==> config.mk <==
export PLATFORM = sky130hd
export DESIGN_NAME = shift_add_mult8
export DESIGN_NICKNAME = d
export VERILOG_FILES = /design/src/rtl/shift_add_mult8_pkg.sv /design/src/rtl/shift_add_mult8_rca.sv /design/src/rtl/shift_add_mult8.sv
export SDC_FILE = /design/constraint.sdc
export NUM_CORES = 1
export LEC_CHECK = 0
export BUFFER_PORTS_ARGS = -buffer_cell sky130_fd_sc_hd__buf_2
export CAP_MARGIN = 20
export CORE_MARGIN = 1
export CORE_UTILIZATION = 50
export DETAILED_ROUTE_END_ITERATION = 8
export PLACE_DENSITY = 0.72
export SLEW_MARGIN = 0
export SYNTH_ARGS = -nofsm -noshare
export SYNTH_HDL_FRONTEND = slang
export SYNTH_HIERARCHICAL = 1
export SYNTH_SLANG_ARGS = --single-unit
==> constraint.sdc <==
create_clock -name clk -period 19.02 [get_ports clk]
set_input_delay 0.951 -clock clk [delete_from_list [all_inputs] [get_ports clk]]
set_output_delay 0.951 -clock clk [all_outputs]
set_load 0.02 [all_outputs]
==> src/rtl/shift_add_mult8_pkg.sv <==
// shift_add_mult8_pkg: shared width and FSM encoding for the shift-and-add multiplier
package shift_add_mult8_pkg;
  localparam int WIDTH = 8;
  localparam int CW = $clog2(WIDTH);
  localparam logic [CW-1:0] LAST = CW'(WIDTH - 1);
  typedef enum logic [1:0] {IDLE = 2'd0, BUSY = 2'd1, DONE = 2'd2} state_t;
endpackage

==> src/rtl/shift_add_mult8_rca.sv <==
// RCA16bit: 16-bit ripple-carry adder built from a chain of full adders
module RCA16bit (
  input  logic [15:0] a,
  input  logic [15:0] b,
  input  logic        cin,
  output logic [15:0] sum,
  output logic        cout
);
  logic [16:0] c;
  assign c[0] = cin;
  genvar i;
  for (i = 0; i < 16; i++) begin : g_fa
    assign sum[i]   = a[i] ^ b[i] ^ c[i];
    assign c[i + 1] = (a[i] & b[i]) | (c[i] & (a[i] ^ b[i]));
  end
  assign cout = c[16];
endmodule

==> src/rtl/shift_add_mult8.sv <==
// shift_add_mult8: sequential unsigned 8x8->16 multiplier, one partial-product add per cycle
module shift_add_mult8
  import shift_add_mult8_pkg::*;
(
  input  logic        clk,
  input  logic        rst_n,
  input  logic        in_valid,
  output logic        in_ready,
  input  logic [7:0]  a,
  input  logic [7:0]  b,
  output logic        out_valid,
  input  logic        out_ready,
  output logic [15:0] product
);
  state_t state, state_nx;
  logic [15:0] acc, mcand, pp, sum;
  logic [7:0] mplier;
  logic [CW-1:0] count;
  RCA16bit u_rca (.a(acc), .b(pp), .cin(1'b0), .sum(sum), .cout());
  always_comb begin
    pp = mplier[0] ? mcand : 16'd0;
    in_ready = state == IDLE;
    out_valid = state == DONE;
    state_nx = (state == IDLE && in_valid) ? BUSY :
               (state == BUSY && count == LAST) ? DONE :
               (state == DONE && out_ready) ? IDLE : state;
  end
  always_ff @(posedge clk or negedge rst_n) begin
    if (!rst_n) begin
      state   <= IDLE;
      acc     <= '0;
      mcand   <= '0;
      mplier  <= '0;
      count   <= '0;
      product <= '0;
    end else begin
      state <= state_nx;
      if (state == IDLE && in_valid) begin
        mcand  <= {8'd0, a};
        mplier <= b;
        acc    <= '0;
        count  <= '0;
      end else if (state == BUSY) begin
        acc    <= sum;
        mcand  <= mcand << 1;
        mplier <= mplier >> 1;
        count  <= count + CW'(1);
        if (count == LAST) product <= sum;
      end
    end
  end
endmodule

==> metrics.csv <==
metric,value,unit
run status,"complete, no violations",
endpoint class of the critical path,flip-flop,
pwr dens,202,nW/um^2
Mapped Nets,272,
drt wl/cell,15.5,um
chip height,79.8,um
CTS H-tree lvls,3,
dpl hpwl,3.43,mm
Filler cells,472,
Slew HR,35.8,%
Worst path slowest cell,dfrtp_1,
GPL Wtd Cong,0.806,
Die ar.,6370,um^2
DR pass1 iterations,4,
Finished Cell Area,3400,um^2
via count,1914,
Max stage delay on crit path,0.46,ns
# DRC,0,
Hold Buf Count CTS,0,
clock period minus worst slack,7.17,ns
cell count after synthesis,234,
final worst path period share,37.7,%
"Clk Latency, worst-skew pair",0.33,ns
initial antenna violation count,0,
post-route ant nets,0,
final hold viol count,0,
DIE WIDTH,79.8,um
Crit Path Max Fanout,10,
Worst Max-Slew Pin Slew,0.961,ns
global-route wire length before repair,9.42,mm
cell family with most CP delay,adder cells,
worst vdd ir,0.0805,mV
Detailed Route WL,5.36,mm
P_leak,1.65,nW
"most used cell, CP",fa_1,
PortBufs,37,
Global Route Usage Sum,19.8,%
"Buf+Inv Stages, Crit Path",4,
CTS tree,yes,
drt initial violations,74,
Num CTS Buffers,9,
"Worst Path Class, Setup",reg2reg,
final setup vio count,0,
vias in the first global route,1982,
largest net degree at the start of global routing,62,
# diodes,0,
startpoint types,flip-flop,
# placed instances,330,
fin nets,307,
CTS Buffer Depth,2,
dpl ws,11.90,ns
I/O Pins,38,
Final WS setup,11.85,ns
max cap viols,0,
clock slew at reported path FFs,0.06,ns
Post-Layout Cell Count,346,
Max Slew Vio Count,0,
yosys warns,6,
grt ovf,0,
WP data required,19.29,ns
Initial Utilization,53.4,%
post-CTS setup buffers,0,
Netlist Area Pre-Place,3030,um^2
CTS Sinks,61,
"Cell Area, Placed",3210,um^2
FMAX,140,MHz
RSZ-0062 raised after global routing,false,
layout cells sized above 1,27.4,%
row cnt,27,
post-CTS sizing,0,
Worst R2R Setup Slack,11.85,ns
Worst EP arrival,7.43,ns
Mapped Avg Cell Area,12.9,um^2
Setup Skew,0.00514,ns
final setup TNS,0,ns
Worst Hold Class,reg2reg,
area grow syn2layout,12.3,%
core area,5680,um^2
Via density,5.53,
CP Cell Sequence,and2_1 > fa_1 > inv_1 > fa_1 > inv_1 > fa_1 > fa_1 > fa_1 > fa_1 > fa_1 > fa_1 > fa_1 > fa_1 > fa_1 > fa_1 > fa_1 > fa_1 > fa_1 > inv_1 > fa_1 > inv_1 > mux2_2,
Clock Tree Root,clkbuf_8,
-- power by group --
group | internal [W] | switching (W) | total (W) | leakage, nW
clock | 0.0000632 | 0.0000487 | 0.000112 | 0.103
sequential | 0.000194 | 0.0000389 | 0.000233 | 0.735
combinational | 0.000161 | 0.000182 | 0.000343 | 0.816
-- cells in the final DEF (no fill, tap or decap), types with 2 or more instances in the layout --
cell,n
a221oi_1,14
ha_1,2
inv_1,24
nor2_1,22
nor4b_1,14
mux2_4,9
clkinv_2,4
a22o_1,27
buf_2,37
dfrtp_1,61
clkbuf_8,10
fa_1,16
mux2_2,8
buf_4,4
a21oi_1,2
nor2b_1,2
and2_1,9
-- worst register-to-register path, cell delays in order, from the launching register on --
cell	delay, ns
dfrtp_1	0.46
and2_1	0.21
fa_1	0.39
inv_1	0.08
fa_1	0.15
inv_1	0.05
fa_1	0.37
fa_1	0.42
fa_1	0.40
fa_1	0.40
fa_1	0.40
fa_1	0.40
fa_1	0.39
fa_1	0.39
fa_1	0.39
fa_1	0.39
fa_1	0.38
fa_1	0.38
fa_1	0.36
inv_1	0.07
fa_1	0.40
inv_1	0.09
mux2_2	0.15
-- registers in the layout, summed over array words and instances, names as in the netlist --
register	cells
acc	16
mcand	16
product	16
mplier	8
count	3
state	2
-- stage by stage --
step | util, % | hold WS, ns | power (W)
2_1_floorplan | - | 0.458 | 0.000511
6_report | 59.9 | 0.503 | 0.000688
3_5_place_dp | 56.5 | 0.488 | 0.000581
3_3_place_gp | 56.5 | 0.476 | 0.000564
4_1_cts | 59.9 | 0.504 | 0.000694
5_1_grt | 59.9 | 0.522 | 0.000749
-- metal layers --
metal	up-vias	GRT usage [%]	share of wire, %
li1	889	-	-
met1	965	27.2	49
met2	50	29.0	45
met3	10	4.91	4.0
met4	0	10.4	2.0
met5	-	0	0
-- worst paths after layout --
kind,cells after the start,endpoint,from
max,22,product[15],mplier[0]
min,1,product[1],product[1]
max reg2reg,22,product[15],mplier[0]
min reg2reg,1,product[1],product[1]
max in group asynchronous,2,state[1],rst_n
min in group asynchronous,2,acc[4],rst_n
-- layout make-up --
type	count	area (um^2)	area share [%]
Sequential cell	61	1530	44.9
Clock inverter	5	50.0	1.47
Clock buffer	11	141	4.16
Multi-Input combinational cell	132	1290	37.9
Inverter	24	90.1	2.65
Timing Repair Buffer	41	215	6.33
Tap cell	72	90.1	2.65
(Power assumes the default switching activity.)
